--- config.mk ---
export PLATFORM = sky130hd
export DESIGN_NAME = wb_port_arbiter_flat
export DESIGN_NICKNAME = d
export VERILOG_FILES = /design/src/rtl/wb_port_arbiter_if.sv /design/src/rtl/wb_port_arbiter.sv /design/src/flat_wrapper.sv
export SDC_FILE = /design/constraint.sdc
export NUM_CORES = 1
export LEC_CHECK = 0
export CORE_MARGIN = 3
export CORE_UTILIZATION = 45
export CTS_CLUSTER_DIAMETER = 50
export CTS_CLUSTER_SIZE = 12
export DETAILED_ROUTE_END_ITERATION = 12
export PLACE_DENSITY_LB_ADDON = 0.08
export RECOVER_POWER = 100
export SLEW_MARGIN = 25
export SYNTH_ARGS = -nofsm -noshare
export SYNTH_HDL_FRONTEND = slang
export SYNTH_SLANG_ARGS = --single-unit
--- constraint.sdc ---
create_clock -name clk -period 5 [get_ports clk]
set_input_delay 1.25 -clock clk [delete_from_list [all_inputs] [get_ports clk]]
set_output_delay 1.25 -clock clk [all_outputs]
set_load 0.01 [all_outputs]
--- src/rtl/wb_port_arbiter_if.sv ---
// Bundle of the writeback-port arbiter's bus signals: MEM/WB request, long-unit
// result handshake and the register-file write port.
interface wb_port_arbiter_if #(
  parameter int XLEN = 32
);
  logic            in_wb_write_enable;
  logic [4:0]      in_wb_rd;
  logic [XLEN-1:0] in_wb_data;
  logic            in_lu_valid;
  logic [4:0]      in_lu_rd;
  logic [XLEN-1:0] in_lu_data;
  logic            out_lu_ready;
  logic            out_stall_wb;
  logic            out_rf_we;
  logic [4:0]      out_rf_rd;
  logic [XLEN-1:0] out_rf_data;
  logic            out_grant_lu;
  logic            out_lu_pending;

  modport master (
    output in_wb_write_enable, in_wb_rd, in_wb_data, in_lu_valid, in_lu_rd, in_lu_data,
    input  out_lu_ready, out_stall_wb, out_rf_we, out_rf_rd, out_rf_data,
           out_grant_lu, out_lu_pending
  );

  modport slave (
    input  in_wb_write_enable, in_wb_rd, in_wb_data, in_lu_valid, in_lu_rd, in_lu_data,
    output out_lu_ready, out_stall_wb, out_rf_we, out_rf_rd, out_rf_data,
           out_grant_lu, out_lu_pending
  );
endinterface

--- src/rtl/wb_port_arbiter.sv ---
// Shares the register-file write port between pipeline writeback (priority) and a
// FIFO of long-unit results; a starvation counter forces a one-cycle WB stall to drain.
module wb_port_arbiter #(
  parameter int XLEN         = 32,
  parameter int DEPTH        = 2,
  parameter int STARVE_LIMIT = 4
) (
  input  logic                   clk,
  input  logic                   reset,
  wb_port_arbiter_if.slave       bus
);
  localparam int PTR_W = (DEPTH > 1) ? $clog2(DEPTH) : 1;
  localparam int CNT_W = $clog2(DEPTH + 1);
  localparam int STV_W = $clog2(STARVE_LIMIT + 1);

  typedef struct packed {
    logic [4:0]      rd;
    logic [XLEN-1:0] data;
  } entry_t;

  entry_t           mem [DEPTH];
  logic [PTR_W-1:0] head, tail;
  logic [CNT_W-1:0] count;
  logic [STV_W-1:0] starve_cnt;

  logic pw, not_full, starved, push, pop;

  function automatic logic [PTR_W-1:0] ptr_inc(input logic [PTR_W-1:0] p);
    return (p == PTR_W'(DEPTH - 1)) ? '0 : p + PTR_W'(1);
  endfunction

  always_comb begin
    pw       = bus.in_wb_write_enable && (bus.in_wb_rd != 5'd0);
    not_full = (count < CNT_W'(DEPTH));
    starved  = (starve_cnt == STV_W'(STARVE_LIMIT));
    pop      = (count != '0) && (!pw || starved);
    // A handshaked rd=0 result is acknowledged through ready but never stored.
    push     = bus.in_lu_valid && not_full && (bus.in_lu_rd != 5'd0);
  end

  // NOTE: every output gets a default before any branch, so no latch is inferred.
  always_comb begin
    bus.out_lu_ready   = 1'b0;
    bus.out_lu_pending = 1'b0;
    bus.out_grant_lu   = 1'b0;
    bus.out_stall_wb   = 1'b0;
    bus.out_rf_we      = 1'b0;
    bus.out_rf_rd      = 5'd0;
    bus.out_rf_data    = '0;
    if (!reset) begin
      bus.out_lu_ready   = not_full;
      bus.out_lu_pending = (count != '0);
      bus.out_grant_lu   = pop;
      if (pop) begin
        bus.out_rf_we   = 1'b1;
        bus.out_rf_rd   = mem[head].rd;
        bus.out_rf_data = mem[head].data;
        bus.out_stall_wb = pw;
      end else if (pw) begin
        bus.out_rf_we   = 1'b1;
        bus.out_rf_rd   = bus.in_wb_rd;
        bus.out_rf_data = bus.in_wb_data;
      end
    end
  end

  // NOTE: the result storage has no reset; count gates every read, so stale data is never seen.
  always_ff @(posedge clk) begin
    if (push) mem[tail] <= '{rd: bus.in_lu_rd, data: bus.in_lu_data};
  end

  // NOTE: sequential state uses non-blocking assignments so all updates see pre-edge values.
  always_ff @(posedge clk or posedge reset) begin
    if (reset) begin
      head       <= '0;
      tail       <= '0;
      count      <= '0;
      starve_cnt <= '0;
    end else begin
      if (push) tail <= ptr_inc(tail);
      if (pop)  head <= ptr_inc(head);
      if (push && !pop)      count <= count + CNT_W'(1);
      else if (pop && !push) count <= count - CNT_W'(1);
      if (pop || count == '0) starve_cnt <= '0;
      else if (!starved)      starve_cnt <= starve_cnt + STV_W'(1);
    end
  end
endmodule
--- src/flat_wrapper.sv ---
// flat-port wrapper written by rule: the top's interface ports become plain ports
module wb_port_arbiter_flat 
#(
  parameter int XLEN         = 32,
  parameter int DEPTH        = 2,
  parameter int STARVE_LIMIT = 4
)
  (clk, reset, bus_in_wb_write_enable, bus_in_wb_rd, bus_in_wb_data, bus_in_lu_valid, bus_in_lu_rd, bus_in_lu_data, bus_out_lu_ready, bus_out_stall_wb, bus_out_rf_we, bus_out_rf_rd, bus_out_rf_data, bus_out_grant_lu, bus_out_lu_pending);
  wb_port_arbiter_if #(.XLEN(XLEN)) bus_i ();
  input  logic clk;
  input  logic reset;
  input wire logic [$bits(bus_i.in_wb_write_enable)-1:0] bus_in_wb_write_enable;
  input wire logic [$bits(bus_i.in_wb_rd)-1:0] bus_in_wb_rd;
  input wire logic [$bits(bus_i.in_wb_data)-1:0] bus_in_wb_data;
  input wire logic [$bits(bus_i.in_lu_valid)-1:0] bus_in_lu_valid;
  input wire logic [$bits(bus_i.in_lu_rd)-1:0] bus_in_lu_rd;
  input wire logic [$bits(bus_i.in_lu_data)-1:0] bus_in_lu_data;
  output wire logic [$bits(bus_i.out_lu_ready)-1:0] bus_out_lu_ready;
  output wire logic [$bits(bus_i.out_stall_wb)-1:0] bus_out_stall_wb;
  output wire logic [$bits(bus_i.out_rf_we)-1:0] bus_out_rf_we;
  output wire logic [$bits(bus_i.out_rf_rd)-1:0] bus_out_rf_rd;
  output wire logic [$bits(bus_i.out_rf_data)-1:0] bus_out_rf_data;
  output wire logic [$bits(bus_i.out_grant_lu)-1:0] bus_out_grant_lu;
  output wire logic [$bits(bus_i.out_lu_pending)-1:0] bus_out_lu_pending;
  assign bus_i.in_wb_write_enable = bus_in_wb_write_enable;
  assign bus_i.in_wb_rd = bus_in_wb_rd;
  assign bus_i.in_wb_data = bus_in_wb_data;
  assign bus_i.in_lu_valid = bus_in_lu_valid;
  assign bus_i.in_lu_rd = bus_in_lu_rd;
  assign bus_i.in_lu_data = bus_in_lu_data;
  assign bus_out_lu_ready = bus_i.out_lu_ready;
  assign bus_out_stall_wb = bus_i.out_stall_wb;
  assign bus_out_rf_we = bus_i.out_rf_we;
  assign bus_out_rf_rd = bus_i.out_rf_rd;
  assign bus_out_rf_data = bus_i.out_rf_data;
  assign bus_out_grant_lu = bus_i.out_grant_lu;
  assign bus_out_lu_pending = bus_i.out_lu_pending;
  wb_port_arbiter #(.XLEN(XLEN), .DEPTH(DEPTH), .STARVE_LIMIT(STARVE_LIMIT)) u_core (.clk(clk), .reset(reset), .bus(bus_i));
endmodule
==> results of run 1 <==
## cell usage after synthesis (all sizes together) (4+ instances only)
cell type	instances
o2bb2ai	35
buf	8
inv	4
mux2i	37
dfrtp	7
edfxtp	74
nor2	5
## power by group
part / switching (mW) / total (mW) / internal (mW)
Combinational: 0.281 / 0.616 / 0.335
Sequential: 0.115 / 1.01 / 0.898
Clock: 0.218 / 0.547 / 0.329
Total: 0.614 / 2.18 / 1.56
## flip-flops by register name (all words and copies together), names as in the netlist
register	count
u_core.count	2
u_core.starve_cnt	3
u_core.tail	1
u_core.head	1
u_core.mem	74
## layout make-up
cell class / count / share of cell area
sequential: 81 / 0.479
clock inverter: 5 / 0.0210
clock buffer: 10 / 0.0255
antenna: 2 / 0.00100
multi-input combinational: 110 / 0.200
inverter: 4 / 0.00300
tap: 99 / 0.0247
timing repair buffer: 123 / 0.246
## final timing paths
kind	start	to	slack, ps	cells past startpoint
min reg2reg	u_core.starve_cnt[0]	u_core.starve_cnt[0]	490	1
min	u_core.starve_cnt[0]	u_core.starve_cnt[0]	490	1
max	bus_in_wb_rd[0]	bus_out_rf_rd[4]	100	6
max in group asynchronous	reset	u_core.head	3200	2
max reg2reg	u_core.count[1]	u_core.mem[1][31]	1710	2
min in group asynchronous	reset	u_core.count[1]	1490	2
## timing repair
| action | CTS | global route |
|---|---|---|
| buffers inserted | 0 | 1 |
| endpoints found under the setup margin | 0 | 32 |
| hold buffers | 0 | 0 |
| gates resized for setup | 0 | 2 |
## per-layer routing
metal / track usage / vias up / part of all wire / wire [um]
met1: 0.196 / 1057 / 0.42 / 3140
li1: - / 1074 / - / -
met3: 0.0481 / 12 / 0.066 / 492
met2: 0.268 / 76 / 0.50 / 3720
met5: 0 / - / 0 / 0
met4: 0.0734 / 0 / 0.015 / 115
## worst max-delay path, cell delays in order
cell	delay [ps]
clkdlybuf4s50_1	470
or4_4	570
o21ai_4	320
o21ai_4	240
o2bb2ai_1	250
clkdlybuf4s50_1	560
## metrics by stage
step | std cells | power, mW | setup WS (ps)
after global placement | 415 | 1.64 | 37.0
final | 434 | 2.18 | 101
after CTS | 430 | 2.20 | 18.8
after detailed placement | 415 | 1.65 | 33.5
after global routing | 434 | 2.29 | 6.70
after floorplan | 205 | 1.36 | 1120
## cells by family after synthesis
group	after synthesis
compound gates	40
xor+xnor	6
fa+ha+maj	3
buf+inv	15
flops	81
mux	39
simple gates	21
==> PnR_summary.wiki, run 1 <==
{| class="wikitable"
! Metric !! Value
|-
| Run status || finished with violations
|-
| Violated checks || max-capacitance violations, max-slew violations
|-
| Overall global routing resource usage || 0.163
|-
| Warnings from Yosys || 0
|-
| Average wire per cell in the routed design || 17.2 um
|-
| Worst Path Required || 3750 ps
|-
| Arrival time of data at the critical path endpoint || 3650 ps
|-
| Cell Area, Placed || 4770 um^2
|-
| Post-Route Utilization || 0.679
|-
| Share of synthesized registers carrying an async set or reset || 0.0864
|-
| Sequential share of the synthesized area || 0.687
|-
| CTS HTree Levels || 3
|-
| CP max FO || 18
|-
| Number of endpoints failing setup at the final stage || 0
|-
| Worst Clk Skew || 4.27 ps
|-
| Cell taking the most area after synthesis || edfxtp_1
|-
| Post-route setup TNS || 0 ps
|-
| Tightest slew margin relative to the limit || -0.699
|-
| Synth top area share || 0.637
|-
| Skew-Pair Late Insertion Delay || 330 ps
|-
| CTS Root Cell || clkbuf_8
|-
| Netlist area before placement || 3490 um^2
|-
| Chip Height || 94.1 um
|-
| Sinks on Clock Net || 81
|-
| Post-synthesis net count || 286
|-
| Clock tree from TritonCTS || yes
|-
| Proportion of synthesized area in mux cells || 0.113
|-
| Final global-route overflow total || 0
|-
| Highest clock frequency the design can meet || 204 MHz
|-
| Number of buffers on the longest clock path || 2
|-
| Average vias per placed instance || 5.11
|-
| Routed via count || 2,219
|-
| Adder-Cell Fraction of Synth Area || 0.0108
|-
| Number of instances in the synthesized netlist || 205
|-
| Max-cap violation count || 2
|-
| Die W || 94.1 um
|-
| Proportion of layout cells with a drive suffix above 1 || 0.0841
|-
| Leakage power || 1.77 nW
|-
| Final cycle utilization of the critical path || 0.980
|-
| Starting density of the core || 0.474
|-
| Violation count after the first detailed-routing iteration || 52
|-
| Cts bufs inserted || 9
|-
| Hold Violations, Final || 0
|-
| Count of flip-flops with a built-in enable after synthesis || 74
|-
| Final Cell Area || 5010 um^2
|-
| Cell row count || 31
|-
| Synth Area per Inst || 17.0 um^2
|-
| Share of the synthesized area in compound gates (AO/OA/AOI/OAI) || 0.111
|-
| Sum of net half-perimeters after detailed placement || 4900 um
|-
| Fillers || 560
|-
| Power Density || 435 nW/um^2
|-
| Largest net degree at the start of global routing || 38
|-
| Most used flip-flop cell after synthesis || edfxtp_1
|-
| Slew at the pin closest to its max-slew limit || 2550 ps
|-
| Setup repair after global routing missed its margin || false
|-
| Wire length of the first global-routing pass || 10,800 um
|-
| Share of synthesized cell area in and, or, nand and nor gates || 0.0341
|-
| Post-detailed-route count of antenna-violating nets || 0
|-
| Pre-Repair DR Iteration Count || 6
|-
| Crit. End Element || primary output
|-
| Peak ir drop on the vdd network || 0.230 mV
|-
| Highest-count cells in the layout ignoring fill and taps || clkdlybuf4s50_1, edfxtp_1, dlygate4sd3_1
|-
| Xor and xnor fraction of the mapped netlist area || 0.0151
|-
| Multi-input combinational cell area || 1000 um^2
|-
| Final layout net count || 410
|-
| Crit path launch type || input pin
|-
| Combinational family with the most area after synthesis || multiplexers
|-
| Initial antenna violation count || 2
|-
| Final RePlAce weighted congestion || 0.678
|-
| Via count of the first global-routing pass || 2,191
|-
| Post-route worst hold slack || 495 ps
|-
| Worst hold-check path type || reg -> reg
|-
| Time the final worst path needs with I/O delays and setup || 4900 ps
|-
| DRC || 0
|-
| Clock transition at path regs || 70 ps
|-
| Buffers on Ports || 119
|-
| Worst Setup Path Type || in -> out
|-
| Seq. cell area || 2400 um^2
|-
| Die outline area || 8850 um^2
|-
| Total count of max-transition violations in the final report || 76
|-
| Final WL || 7470 um
|-
| Leading cell type in the layout, fill and taps excluded || clkdlybuf4s50_1
|-
| Most area-consuming cells after synthesis || edfxtp_1, mux2i_1, o2bb2ai_1, dfrtp_1, buf_6
|-
| Distinct cells, synth || 29
|-
| Flops & latches, synth || 81
|-
| Area growth syn-to-layout || 43.4%
|-
| I/O pin cnt || 120
|-
| Floorplan core area || 7370 um^2
|}
No activity file was read; power rests on OpenSTA's default activity.
==> run 2, diff against run 1 <==
Settings changed: CORE_UTILIZATION 45 to 35.
==> PnR_summary.wiki, run 2 (synthesis gave the netlist of run 1 again) <==
{| class="wikitable"
! Metric !! Value
|-
| Run status || finished with violations (unchanged)
|-
| Violated checks || max-capacitance violations, max-slew violations (unchanged)
|-
| Peak ir drop on the vdd network || 0.252 mV (was 0.230 mV)
|-
| Hold Violations, Final || 0 (unchanged)
|-
| Floorplan core area || 9460 um^2 (was 7370 um^2)
|-
| Placed cells || 450 (was 415)
|-
| Top Registers || u_core.mem: 74 flops, u_core.starve_cnt: 3 flops, u_core.count: 2 flops (unchanged)
|-
| Worst hold-check path type || reg -> reg (unchanged)
|-
| Time the final worst path needs with I/O delays and setup || 4880 ps (was 4900 ps)
|-
| Buffers on Ports || 119 (unchanged)
|-
| Seq. cell area || 2400 um^2 (unchanged)
|-
| Average vias per placed instance || 4.73 (was 5.11)
|-
| CTS Root Cell || clkbuf_8 (unchanged)
|-
| Highest-count cells in the layout ignoring fill and taps || edfxtp_1, clkdlybuf4s50_1, dlygate4sd3_1 (was clkdlybuf4s50_1, edfxtp_1, dlygate4sd3_1)
|-
| Sum of net half-perimeters after detailed placement || 5380 um (was 4900 um)
|-
| Sinks on Clock Net || 81 (unchanged)
|-
| Worst Clk Skew || 7.52 ps (was 4.27 ps)
|-
| DRC || 0 (unchanged)
|-
| Final cell count without fillers || 470 (was 434)
|-
| Clock tree from TritonCTS || yes (unchanged)
|-
| CTS HTree Levels || 3 (unchanged)
|-
| Slew at the pin closest to its max-slew limit || 1800 ps (was 2550 ps)
|-
| Average wire per cell in the routed design || 16.6 um (was 17.2 um)
|-
| Highest clock frequency the design can meet || 205 MHz (was 204 MHz)
|-
| Final WL || 7820 um (was 7470 um)
|-
| Post-detailed-route count of antenna-violating nets || 0 (unchanged)
|-
| Via count of the first global-routing pass || 2,354 (was 2,191)
|-
| Arrival time of data at the critical path endpoint || 3630 ps (was 3650 ps)
|-
| Overall global routing resource usage || 0.142 (was 0.163)
|-
| Final layout net count || 416 (was 410)
|-
| Max FFs per register || 74 (unchanged)
|-
| Post-route setup TNS || 0 ps (unchanged)
|-
| Power Density || 427 nW/um^2 (was 435 nW/um^2)
|-
| Leakage power || 1.85 nW (was 1.77 nW)
|-
| Routed via count || 2,224 (was 2,219)
|-
| Area growth syn-to-layout || 46.5% (was 43.4%)
|-
| Fillers || 815 (was 560)
|-
| Clock transition at path regs || 80 ps (was 70 ps)
|-
| Leading cell type in the layout, fill and taps excluded || edfxtp_1 (was clkdlybuf4s50_1)
|-
| Final cycle utilization of the critical path || 0.977 (was 0.980)
|-
| Multi-input combinational cell area || 992 um^2 (was 1000 um^2)
|-
| Starting density of the core || 0.369 (was 0.474)
|-
| Proportion of layout cells with a drive suffix above 1 || 0.100 (was 0.0841)
|-
| GRT met1 Usage || 0.176 (was 0.196)
|-
| Die W || 106 um (was 94.1 um)
|-
| Largest net degree at the start of global routing || 38 (unchanged)
|-
| CP max FO || 21 (was 18)
|-
| I/O pin cnt || 120 (unchanged)
|-
| Initial antenna violation count || 1 (was 2)
|-
| Die outline area || 11,200 um^2 (was 8850 um^2)
|-
| Chip Height || 106 um (was 94.1 um)
|-
| Final RePlAce weighted congestion || 0.732 (was 0.678)
|-
| Cts bufs inserted || 9 (unchanged)
|-
| Wire length of the first global-routing pass || 12,200 um (was 10,800 um)
|-
| Setup repair after global routing missed its margin || false (unchanged)
|-
| Met3 capacity usage during global routing || 0.0502 (was 0.0481)
|-
| Cell Area, Placed || 4840 um^2 (was 4770 um^2)
|-
| Number of endpoints failing setup at the final stage || 0 (unchanged)
|-
| GRT Max-Usage Layer || met2 (unchanged)
|-
| Cell row count || 35 (was 31)
|-
| Global Route met2 Usage || 0.231 (was 0.268)
|-
| Worst Path Required || 3750 ps (about the same)
|-
| Tightest slew margin relative to the limit || -0.198 (was -0.699)
|-
| Number of buffers on the longest clock path || 2 (unchanged)
|-
| Pre-Repair DR Iteration Count || 4 (was 6)
|-
| Final Cell Area || 5110 um^2 (was 5010 um^2)
|-
| Max-cap violation count || 2 (unchanged)
|-
| Crit path launch type || input pin (unchanged)
|-
| Violation count after the first detailed-routing iteration || 79 (was 52)
|-
| Skew-Pair Late Insertion Delay || 340 ps (was 330 ps)
|-
| Worst Setup Path Type || in -> out (unchanged)
|-
| Total count of max-transition violations in the final report || 56 (was 76)
|-
| Crit. End Element || primary output (unchanged)
|-
| Final global-route overflow total || 0 (unchanged)
|-
| Largest Register || u_core.mem (unchanged)
|}
[run 2: final timing paths]
check / end / from / depth (start not counted) / slack [ps]
max: bus_out_rf_data[10] / bus_in_wb_rd[0] / 8 / 120
min: u_core.starve_cnt[0] / u_core.starve_cnt[0] / 1 / 470
max reg2reg: u_core.mem[0][2] / u_core.count[1] / 3 / 1850
min reg2reg: u_core.starve_cnt[0] / u_core.starve_cnt[0] / 1 / 470
max in group asynchronous: u_core.head / reset / 3 / 3100
min in group asynchronous: u_core.count[1] / reset / 3 / 1590
[run 2: critical path: stages]
cell             delay (ps)
clkdlybuf4s50_1         440
or4_1                   580
o21ai_4                 180
buf_4                   170
o21ai_4                  80
buf_16                  180
o2bb2ai_1               130
dlygate4sd3_1           620
[run 2: layout make-up]
class | instances | share of cell area
Sequential cell | 81 | 0.469
Timing Repair Buffer | 130 | 0.256
Multi-Input combinational cell | 109 | 0.194
Tap cell | 129 | 0.0316
Clock buffer | 10 | 0.0250
Clock inverter | 6 | 0.0208
Inverter | 4 | 0.00294
Antenna cell | 1 | 0.000489
[run 2: per-stage QoR]
step | util | total power, mW | hold WS (ps) | setup WS [ps]
after floorplan | - | 1.36 | 443 | 1120
after global placement | 0.512 | 1.66 | 458 | -42.3
after detailed placement | 0.512 | 1.67 | 467 | -39.8
after CTS | 0.537 | 2.23 | 478 | 7.22
after global routing | 0.541 | 2.31 | 505 | 33.6
final | 0.541 | 2.18 | 473 | 116
[run 2: routing by layer]
metal | up-vias | routed length (um) | part of all wire
met1 | 1067 | 3280 | 0.42
met3 | 7 | 572 | 0.073
met5 | - | 0 | 0
met4 | 0 | 69 | 0.0088
li1 | 1074 | - | -
met2 | 76 | 3900 | 0.50
[run 2: what timing repair did]
item,CTS,global route
buffers inserted,0,1
pin swaps,1,1
endpoints found under the setup margin,18,21
hold buffers,0,0
gates resized for setup,0,1
[run 2: report_power, final]
group          total [mW]  internal (mW)  leakage (nW)  switching, mW
Sequential           1.00          0.893         0.765          0.111
Clock               0.552          0.329         0.114          0.223
Combinational       0.629          0.341         0.974          0.288
Total                2.18           1.56          1.85          0.622
==> run 3, diff against run 2 <==
Settings changed: REMOVE_ABC_BUFFERS set to 1.
==> PnR_summary.wiki, run 3 (synthesis gave the netlist of run 1 again) <==
{| class="wikitable"
! Metric !! Value
|-
| Stage delay of the slowest cell on the critical path || 560 ps (was 620 ps)
|-
| Starting density of the core || 0.369 (unchanged)
|-
| Final Cell Area || 5050 um^2 (was 5110 um^2)
|-
| Hold Violations, Final || 0 (unchanged)
|-
| Highest-count cells in the layout ignoring fill and taps || edfxtp_1, clkdlybuf4s50_1, dlygate4sd3_1 (unchanged)
|-
| Post-detailed-route count of antenna-violating nets || 0 (unchanged)
|-
| Cell row count || 35 (unchanged)
|-
| Via count of the first global-routing pass || 2,321 (was 2,354)
|-
| Pre-Repair DR Iteration Count || 4 (unchanged)
|-
| Die outline area || 11,200 um^2 (unchanged)
|-
| Run status || finished with violations (unchanged)
|-
| Max-cap violation count || 1 (was 2)
|-
| Average vias per placed instance || 4.73 (about the same)
|-
| Proportion of layout cells with a drive suffix above 1 || 0.0876 (was 0.100)
|-
| Average wire per cell in the routed design || 15.6 um (was 16.6 um)
|-
| Multi-input combinational cell area || 990 um^2 (was 992 um^2)
|-
| Number of endpoints failing setup at the final stage || 0 (unchanged)
|-
| Highest clock frequency the design can meet || 205 MHz (about the same)
|-
| Buffers on Ports || 119 (unchanged)
|-
| Worst hold-check path type || reg -> reg (unchanged)
|-
| Power consumption || 2.15 mW (was 2.18 mW)
|-
| Arrival time of data at the critical path endpoint || 3630 ps (about the same)
|-
| Largest Register || u_core.mem (unchanged)
|-
| Crit path launch type || input pin (unchanged)
|-
| Seq. cell area || 2400 um^2 (unchanged)
|-
| CP max FO || 21 (unchanged)
|-
| Top Registers || u_core.mem: 74 flops, u_core.starve_cnt: 3 flops, u_core.count: 2 flops (unchanged)
|-
| Chip Height || 106 um (unchanged)
|-
| Fillers || 824 (was 815)
|-
| Post-cts sizing count || 0 (unchanged)
|-
| Combinational cell fraction of total power || 0.290 (was 0.288)
|-
| Floorplan core area || 9460 um^2 (unchanged)
|-
| Sw power || 0.604 mW (was 0.622 mW)
|-
| Cts bufs inserted || 9 (unchanged)
|-
| Placed cells || 445 (was 450)
|-
| Worst Path Required || 3750 ps (about the same)
|-
| Post-Route Utilization || 0.534 (was 0.541)
|-
| Slew at the pin closest to its max-slew limit || 1770 ps (was 1800 ps)
|-
| Setup repair after global routing missed its margin || false (unchanged)
|-
| Tightest slew margin relative to the limit || -0.178 (was -0.198)
|-
| Final global-route overflow total || 0 (unchanged)
|-
| Final WL || 7170 um (was 7820 um)
|-
| Worst Setup Path Type || in -> out (unchanged)
|-
| Final cycle utilization of the critical path || 0.976 (was 0.977)
|-
| Crit. End Element || primary output (unchanged)
|-
| Die W || 106 um (unchanged)
|-
| Post CTS Setup Buffer Count || 0 (unchanged)
|-
| Max FFs per register || 74 (unchanged)
|-
| Skew-Pair Late Insertion Delay || 340 ps (about the same)
|-
| Initial antenna violation count || 1 (unchanged)
|-
| Clock transition at path regs || 80 ps (about the same)
|-
| Crit-path cells || clkdlybuf4s50_1 -> or4_4 -> o21ai_4 -> o21ai_4 -> buf_16 -> o2bb2ai_1 -> clkdlybuf4s50_1 (was clkdlybuf4s50_1 -> or4_1 -> o21ai_4 -> buf_4 -> o21ai_4 -> buf_16 -> o2bb2ai_1 -> dlygate4sd3_1)
|-
| Area growth syn-to-layout || 44.6% (was 46.5%)
|-
| Final cell count without fillers || 461 (was 470)
|-
| CTS Root Cell || clkbuf_8 (unchanged)
|-
| Largest net degree at the start of global routing || 38 (unchanged)
|-
| P_int || 1.55 mW (was 1.56 mW)
|-
| Worst Clk Skew || 10.5 ps (was 7.52 ps)
|-
| Number of buffers on the longest clock path || 2 (unchanged)
|-
| Post-route setup TNS || 0 ps (unchanged)
|-
| Sum of net half-perimeters after detailed placement || 4900 um (was 5380 um)
|-
| Cell Area, Placed || 4810 um^2 (was 4840 um^2)
|-
| Net switching share of the total power || 0.281 (was 0.285)
|-
| Violated checks || max-capacitance violations, max-slew violations (unchanged)
|-
| Part of the power in registers || 0.456 (was 0.460)
|-
| Pre-CTS setup slack || 65.6 ps (was -39.8 ps)
|-
| Slack of the critical path || 122 ps (was 116 ps)
|-
| Wire length of the first global-routing pass || 11,500 um (was 12,200 um)
|-
| Leakage power || 1.82 nW (was 1.85 nW)
|-
| Clock share of power || 0.254 (was 0.253)
|-
| Total count of max-transition violations in the final report || 38 (was 56)
|-
| Number of hold buffers added after cts || 0 (unchanged)
|-
| Overall global routing resource usage || 0.131 (was 0.142)
|-
| Violation count after the first detailed-routing iteration || 89 (was 79)
|-
| Clock tree from TritonCTS || yes (unchanged)
|-
| Time the final worst path needs with I/O delays and setup || 4880 ps (about the same)
|-
| Power Density || 426 nW/um^2 (was 427 nW/um^2)
|-
| DRC || 0 (unchanged)
|-
| Final layout net count || 409 (was 416)
|-
| Sinks on Clock Net || 81 (unchanged)
|-
| Final RePlAce weighted congestion || 0.679 (was 0.732)
|-
| Routed via count || 2,179 (was 2,224)
|-
| Peak ir drop on the vdd network || 0.190 mV (was 0.252 mV)
|-
| CTS HTree Levels || 3 (unchanged)
|-
| Post-route worst hold slack || 480 ps (was 473 ps)
|-
| Leading cell type in the layout, fill and taps excluded || edfxtp_1 (unchanged)
|-
| Cell at the slowest stage of the critical path || clkdlybuf4s50_1 (was dlygate4sd3_1)
|-
| I/O pin cnt || 120 (unchanged)
|}
-- run 3: changes by cell type in the layout (fill, tap and decap cells not counted), sizes merged --
cell | previous run | this run
clkbuf | 14 | 10
buf | 8 | 3
dlygate4sd3 | 57 | 59
clkinv | 2 | 1
clkdlybuf4s50 | 61 | 60
-- run 3: worst paths after layout --
kind / startpoint / to / slack, ps / cells past startpoint
max: bus_in_wb_rd[0] / bus_out_rf_data[19] / 120 / 7
min: u_core.starve_cnt[0] / u_core.starve_cnt[0] / 480 / 1
max reg2reg: u_core.count[1] / u_core.mem[1][17] / 2300 / 2
min reg2reg: u_core.starve_cnt[0] / u_core.starve_cnt[0] / 480 / 1
max in group asynchronous: reset / u_core.head / 3200 / 2
min in group asynchronous: reset / u_core.count[1] / 1490 / 2
-- run 3: power by group through the flow --
| stage | clock, mW | combinational [mW] | sequential (mW) |
|---|---|---|---|
| 6_report | 0.546 | 0.624 | 0.982 |
| 5_1_grt | 0.593 | 0.686 | 1.00 |
| 4_1_cts | 0.564 | 0.659 | 0.986 |
| 3_5_place_dp | 0 | 0.655 | 1.00 |
| 3_3_place_gp | 0 | 0.650 | 0.998 |
| 2_1_floorplan | 0 | 0.352 | 0.996 |
-- run 3: metal layers --
metal / share of wire / track usage
met4: 0.012 / 0.0555
met2: 0.48 / 0.213
met1: 0.44 / 0.166
met3: 0.061 / 0.0361
met5: 0 / 0
-- run 3: final cells by class --
cell class,instances,share of cell area
diodes,1,0.000496
clock buffers,9,0.0245
clock inverters,5,0.0211
inverters,4,0.00297
multi-input cells,109,0.196
flip-flops and latches,81,0.475
well taps,129,0.0320
repair buffers,123,0.248
-- run 3: worst max-delay path: cells and delay by family --
family	cells	cell delay (ps)
compound gates	3	600
buf+inv	3	1220
simple gates	1	550
